### config.mk
export PLATFORM = sky130hd
export DESIGN_NAME = proc_run_ctrl
export DESIGN_NICKNAME = d
export VERILOG_FILES = /design/src/rtl/proc_run_pkg.sv /design/src/rtl/sat_counter.sv /design/src/rtl/proc_run_ctrl.sv
export SDC_FILE = /design/constraint.sdc
export NUM_CORES = 1
export LEC_CHECK = 0
export BUFFER_PORTS_ARGS = -buffer_cell sky130_fd_sc_hd__buf_2
export CORE_MARGIN = 2
export CORE_UTILIZATION = 30
export CTS_CLUSTER_DIAMETER = 150
export DETAILED_ROUTE_END_ITERATION = 10
export PLACE_DENSITY = 0.52
export SLEW_MARGIN = 20
export SYNTH_ARGS = -nofsm -noshare
export SYNTH_HDL_FRONTEND = slang
export SYNTH_SLANG_ARGS = --single-unit
### constraint.sdc
create_clock -name clk -period 2.5 [get_ports clk]
set_input_delay 0.375 -clock clk [delete_from_list [all_inputs] [get_ports clk]]
set_output_delay 0.375 -clock clk [all_outputs]
set_load 0.01 [all_outputs]
### src/rtl/proc_run_pkg.sv
`default_nettype none
// ============================================================================
// Module      : proc_run_pkg
// Description : Shared state, mode and stop-cause encodings for proc_run_ctrl.
// Revision    : 1.0 - initial release
// ============================================================================
package proc_run_pkg;

   typedef enum logic [2:0] {
      IDLE      = 3'd0,
      RESET     = 3'd1,
      RUN       = 3'd2,
      STEP_WAIT = 3'd3,
      STEP_EXEC = 3'd4,
      DONE      = 3'd5
   } state_t;

   localparam logic [1:0] MODE_BUDGET = 2'b00;
   localparam logic [1:0] MODE_FREE   = 2'b01;
   localparam logic [1:0] MODE_STEP   = 2'b10;

   localparam logic [1:0] CAUSE_NONE   = 2'd0;
   localparam logic [1:0] CAUSE_BUDGET = 2'd1;
   localparam logic [1:0] CAUSE_HALT   = 2'd2;
   localparam logic [1:0] CAUSE_ABORT  = 2'd3;

   // The unused encoding 11 behaves as a budgeted run.
   function automatic logic [1:0] norm_mode(input logic [1:0] m);
      return (m == 2'b11) ? MODE_BUDGET : m;
   endfunction

endpackage
`default_nettype wire

### src/rtl/sat_counter.sv
`default_nettype none
// ============================================================================
// Module      : sat_counter
// Description : Up-counter with synchronous clear that sticks at all-ones.
// Revision    : 1.0 - initial release
// ============================================================================
module sat_counter #(
   parameter int WIDTH = 16
) (
   input  logic             clk,
   input  logic             rst,
   input  logic             clr,
   input  logic             en,
   output logic [WIDTH-1:0] count
);

   logic [WIDTH-1:0] r_count;
   logic             w_full;

   assign w_full = &r_count;
   assign count  = r_count;

   always_ff @(posedge clk) begin
      if (rst || clr) begin
         r_count <= '0;
      end else if (en && !w_full) begin
         r_count <= r_count + WIDTH'(1);
      end
   end

endmodule
`default_nettype wire

### src/rtl/proc_run_ctrl.sv
`default_nettype none
// ============================================================================
// Module      : proc_run_ctrl
// Description : Core run controller: reset stretch, budgeted/free/step runs,
//               stop-cause reporting and registered data ports.
// Revision    : 1.0 - initial release
// ============================================================================
module proc_run_ctrl
   import proc_run_pkg::*;
#(
   parameter int DATA_W     = 16,
   parameter int RST_CYCLES = 5,
   parameter int CNT_W      = 16
) (
   input  logic              clk,
   input  logic              sys_rst,
   input  logic              start,
   input  logic [1:0]        mode,
   input  logic [CNT_W-1:0]  budget,
   input  logic              step,
   input  logic              abort,
   input  logic              halt_req,
   input  logic [DATA_W-1:0] din_ext,
   input  logic [DATA_W-1:0] dout_core,
   output logic              core_rst_n,
   output logic              core_en,
   output logic [DATA_W-1:0] din_core,
   output logic [DATA_W-1:0] dout_ext,
   output logic              dout_vld,
   output logic              busy,
   output logic              done,
   output logic [1:0]        halt_cause,
   output logic [CNT_W-1:0]  cycles
);

   localparam int c_RST_W = (RST_CYCLES > 1) ? $clog2(RST_CYCLES) : 1;
   localparam logic [c_RST_W-1:0] c_RST_LOAD = c_RST_W'(RST_CYCLES - 1);

   state_t              r_state;
   state_t              w_state_nxt;
   logic [1:0]          w_cause_nxt;
   logic                w_start_acc;
   logic                w_budget_hit;
   logic                w_rst;
   logic [1:0]          r_mode;
   logic [CNT_W-1:0]    r_budget;
   logic [c_RST_W-1:0]  r_rst_cnt;

   assign w_rst = ~sys_rst;

   // True when the enabled cycle now in progress is the last one the budget allows.
   assign w_budget_hit = (r_mode != MODE_FREE) &&
                         (({1'b0, cycles} + (CNT_W+1)'(1)) == {1'b0, r_budget});

   always_ff @(posedge clk) begin
      if (!sys_rst) begin
         r_state <= IDLE;
      end else begin
         r_state <= w_state_nxt;
      end
   end

   always_comb begin
      w_state_nxt = r_state;
      w_cause_nxt = halt_cause;
      w_start_acc = 1'b0;
      case (r_state)
         IDLE, DONE: begin
            if (start) begin
               w_state_nxt = RESET;
               w_cause_nxt = CAUSE_NONE;
               w_start_acc = 1'b1;
            end
         end
         RESET: begin
            if (abort) begin
               w_state_nxt = DONE;
               w_cause_nxt = CAUSE_ABORT;
            end else if (r_rst_cnt == '0) begin
               if ((r_budget == '0) && (r_mode != MODE_FREE)) begin
                  w_state_nxt = DONE;
                  w_cause_nxt = CAUSE_BUDGET;
               end else if (r_mode == MODE_STEP) begin
                  w_state_nxt = STEP_WAIT;
               end else begin
                  w_state_nxt = RUN;
               end
            end
         end
         RUN, STEP_EXEC: begin
            if (abort) begin
               w_state_nxt = DONE;
               w_cause_nxt = CAUSE_ABORT;
            end else if (halt_req) begin
               w_state_nxt = DONE;
               w_cause_nxt = CAUSE_HALT;
            end else if (w_budget_hit) begin
               w_state_nxt = DONE;
               w_cause_nxt = CAUSE_BUDGET;
            end else if (r_state == STEP_EXEC) begin
               w_state_nxt = STEP_WAIT;
            end
         end
         STEP_WAIT: begin
            if (abort) begin
               w_state_nxt = DONE;
               w_cause_nxt = CAUSE_ABORT;
            end else if (step) begin
               w_state_nxt = STEP_EXEC;
            end
         end
         default: begin
            w_state_nxt = IDLE;
         end
      endcase
   end

   always_comb begin
      core_rst_n = 1'b0;
      core_en    = 1'b0;
      busy       = 1'b0;
      done       = 1'b0;
      case (r_state)
         RESET: begin
            busy = 1'b1;
         end
         RUN, STEP_EXEC: begin
            core_rst_n = 1'b1;
            core_en    = 1'b1;
            busy       = 1'b1;
         end
         STEP_WAIT: begin
            core_rst_n = 1'b1;
            busy       = 1'b1;
         end
         DONE: begin
            core_rst_n = 1'b1;
            done       = 1'b1;
         end
         default: begin
            core_rst_n = 1'b0;
         end
      endcase
   end

   always_ff @(posedge clk) begin
      if (!sys_rst) begin
         r_mode     <= MODE_BUDGET;
         r_budget   <= '0;
         r_rst_cnt  <= '0;
         halt_cause <= CAUSE_NONE;
         din_core   <= '0;
         dout_ext   <= '0;
         dout_vld   <= 1'b0;
      end else begin
         din_core   <= din_ext;
         dout_vld   <= core_en;
         halt_cause <= w_cause_nxt;
         if (core_en) begin
            dout_ext <= dout_core;
         end
         if (w_start_acc) begin
            r_mode    <= norm_mode(mode);
            r_budget  <= budget;
            r_rst_cnt <= c_RST_LOAD;
         end else if ((r_state == RESET) && (r_rst_cnt != '0)) begin
            r_rst_cnt <= r_rst_cnt - c_RST_W'(1);
         end
      end
   end

   sat_counter #(
      .WIDTH (CNT_W)
   ) u_cycles (
      .clk   (clk),
      .rst   (w_rst),
      .clr   (w_start_acc),
      .en    (core_en),
      .count (cycles)
   );

endmodule
`default_nettype wire

==> qor.txt <==
status = completed
FF+latch count, synth = 75
via count = 3387
CP max stage cell = dfxtp_1
Worst Path Required = 2770 ps
Port-buffer cells = 110
die width = 116 um
Final TNS setup = 0 ps
Clock Power Share = 0.297
Total GRT Usage = 0.157
Design Area, Final = 4930 sq um
Syn Inst Count = 433
number of max-cap violations = 0
compound-cell area share of the yosys netlist = 0.129
fin nets = 603
Pre-antenna DRT Iters = 4
crit path time final = 2300 ps
xor/xnor share of the synthesized area = 0.0740
CTS-repair resized insts = 0
Mapped Area = 3790 sq um
Final setup viols = 0
Post-synth top flop = dfxtp_1
Site Rows = 41
placed cells = 705
DRT Wirelength = 10.3 mm
CP arrival = 2570 ps
worst skew pair latency = 340 ps
Layout Cells excl Fill = 721
worst-margin pin slew = 506 ps
Pleak = 2.11 nW
Die Height = 116 um
number of global-route vias before repair = 3236
wire length of the first global-routing pass = 16.3 mm
Net Count, Synth = 492
Initial Utilization = 0.304
die area = 13500 sq um
clock sinks = 75
Post-synth EDFFs = 0
vias per cell = 4.70
Post-CTS Setup Bufs = 0
Simple-Gate Fraction of Synth Area = 0.291
fmax = 435 MHz
largest net degree at the start of global routing = 60
clock transition at the registers of the reported paths = 60 ps
Max Root-Sink Buffers = 2
Slew Limit Fails = 0
GRT overflow = 0
ys async rst share = 0
DRC = 0
post-synth top area share = 0.396
Final Cycle Share = 0.920
initial antenna violation count = 0
CTS HTree Levels = 3
layout cells sized above 1 = 0.304
post-synth cell types = 64
Util after Layout = 0.395
Fillers = 1263
Critical Path Max Stage Delay = 340 ps
unrepaired setup endpoints after global routing = no
Min-Delay Path Class = in2reg
Pwr per Cell Area = 972 nW/um^2
placed instance area = 4580 sq um
CP Class = reg2reg
Final HPWL DP = 7.76 mm
Final Wtd Congestion = 0.909
cell-internal power = 0.00310 W
Routed Antenna Nets = 0
Boundary Pins = 111
Iter 0 DRT Violations = 203
switching share of power = 0.353
final hold violations = 0
CTS Hold Bufs = 0
Layout area overhead = 30.1%
Seq/Total Area, Yosys = 0.396
CP endpoint kind = flip-flop
ANT cells = 0
Worst Path Max Fanout = 2
leading area contributor after synthesis = dfxtp_1
largest family of logic cells by synthesized area = simple AND/OR/NAND/NOR gates
synth top area cells = dfxtp_1 (40%), mux2i_1 (5.8%), nand2_1 (5.2%)
Peak VDD IR = 355 uV
Synth Warn # = 0
critical path, cell by cell = ha_2 > xor2_1 > or3_1 > nor4_1 > o2111a_1 > nand4_1 > o221a_1 > a21oi_1
core area = 12500 sq um
Post-Syn Area per Cell = 8.75 sq um
Startpoint Class = flip-flop
Seq pwr share = 0.334
Slew HR = 0.663
cts bufs inserted = 9
Sw Pwr = 0.00169 W
skew final = 6.46 ps
worst hold margin = 234 ps
combinational power share = 0.368
CTS tree = yes
post-synthesis mux area share = 0.0581
clock root cell = clkbuf_16
wire length per cell = 14.3 um
adder-cell share of the synthesized area = 0.00991
==> routing by layer <==
layer  wire [um]  global-route usage  up-vias
li1            -                   -     1723
met1        4850               0.203     1567
met2        4780               0.249       85
met3         468              0.0327       12
met4         214              0.0778        0
met5           0                   0        -
==> metrics by stage <==
step | worst slack [ps] | power [W]
2_1_floorplan | 202 | 0.00281
3_3_place_gp | 235 | 0.00338
3_5_place_dp | 143 | 0.00340
4_1_cts | 126 | 0.00486
5_1_grt | 4.33 | 0.00511
6_report | 201 | 0.00479
==> cells by family after synthesis <==
kind of cell / Yosys count
AOI/OAI and AO/OA: 67
DFF: 75
and+or+nand+nor: 195
muxes: 22
adders and majority gates: 3
xor gates and xnor gates: 32
buffers and inverters: 39
==> synth_stat cells (5+ instances only) <==
cell type  count
and3_1         5
a21boi_0      18
xnor2_1       15
nand2b_1       9
o21ai_0        6
dfxtp_1       75
mux2i_1       22
buf_2          7
nor2b_1       22
buf_1          6
clkbuf_1      16
nand4_1        7
nand3_1        9
nand2_1       52
nor2_1        30
nand3b_1       5
xor2_1        17
inv_1          9
nor3_1         8
a21oi_1       12
and2_1        19
nor4_1         5
==> registers in the layout, indices dropped and copies added (netlist names) <==
name            count
din_core           16
dout_ext           16
dout_vld            1
halt_cause          2
r_budget           16
r_mode              2
r_rst_cnt           3
r_state             3
u_cycles.count     16
==> power groups by stage <==
stage	combinational, W	sequential (W)	clock (W)
finish	0.00176	0.00160	0.00143
floorplan	0.00119	0.00161	0
global placement	0.00176	0.00162	0
global route	0.00196	0.00163	0.00151
detailed placement	0.00177	0.00163	0
CTS	0.00179	0.00160	0.00147
==> path summary, 6_finish.rpt <==
kind	startpoint	endpoint	slack, ps	cells after the start
max	u_cycles.count[1]	r_state[2]	200	8
min	din_ext[2]	din_core[2]	230	2
max reg2reg	u_cycles.count[1]	r_state[2]	200	8
min reg2reg	dout_ext[15]	dout_ext[15]	460	2
==> layout by cell type, fill, tap and decap left out, types with 3 or more instances in the layout <==
master and instances:
nor3_1 8, or3_1 3, nand2_1 52, a211oi_1 3, nand3_1 9, nor2b_1 22
xnor2_1 15, and2_1 19, inv_1 9, nor2_1 29, buf_2 110, buf_4 20
mux2i_1 22, o21ai_0 6, o211ai_1 3, a21oi_1 12, a21boi_0 18, nand3b_1 5
clkbuf_16 9, dfxtp_1 73, nor4_1 5, nand4_1 7, and3_1 5, xor2_1 17
nand2b_1 9
==> cell type report <==
cell class	count	area (sq um)	share of cell area
multi-input combinational	319	2150	0.436
sequential	75	1500	0.305
timing repair buffer	130	701	0.142
clock buffer	11	243	0.0492
tap	172	215	0.0437
clock inverter	5	85.1	0.0173
inverter	9	33.8	0.00685
==> critical path, delay by kind of cell (launching register included) <==
| kind | cells | cell delay (ps) |
|---|---|---|
| and+or+nand+nor | 3 | 740 |
| AOI/OAI and AO/OA | 3 | 690 |
| DFF | 1 | 340 |
| adders and majority gates | 1 | 290 |
| xor gates and xnor gates | 1 | 170 |
(Power assumes the default switching activity.)
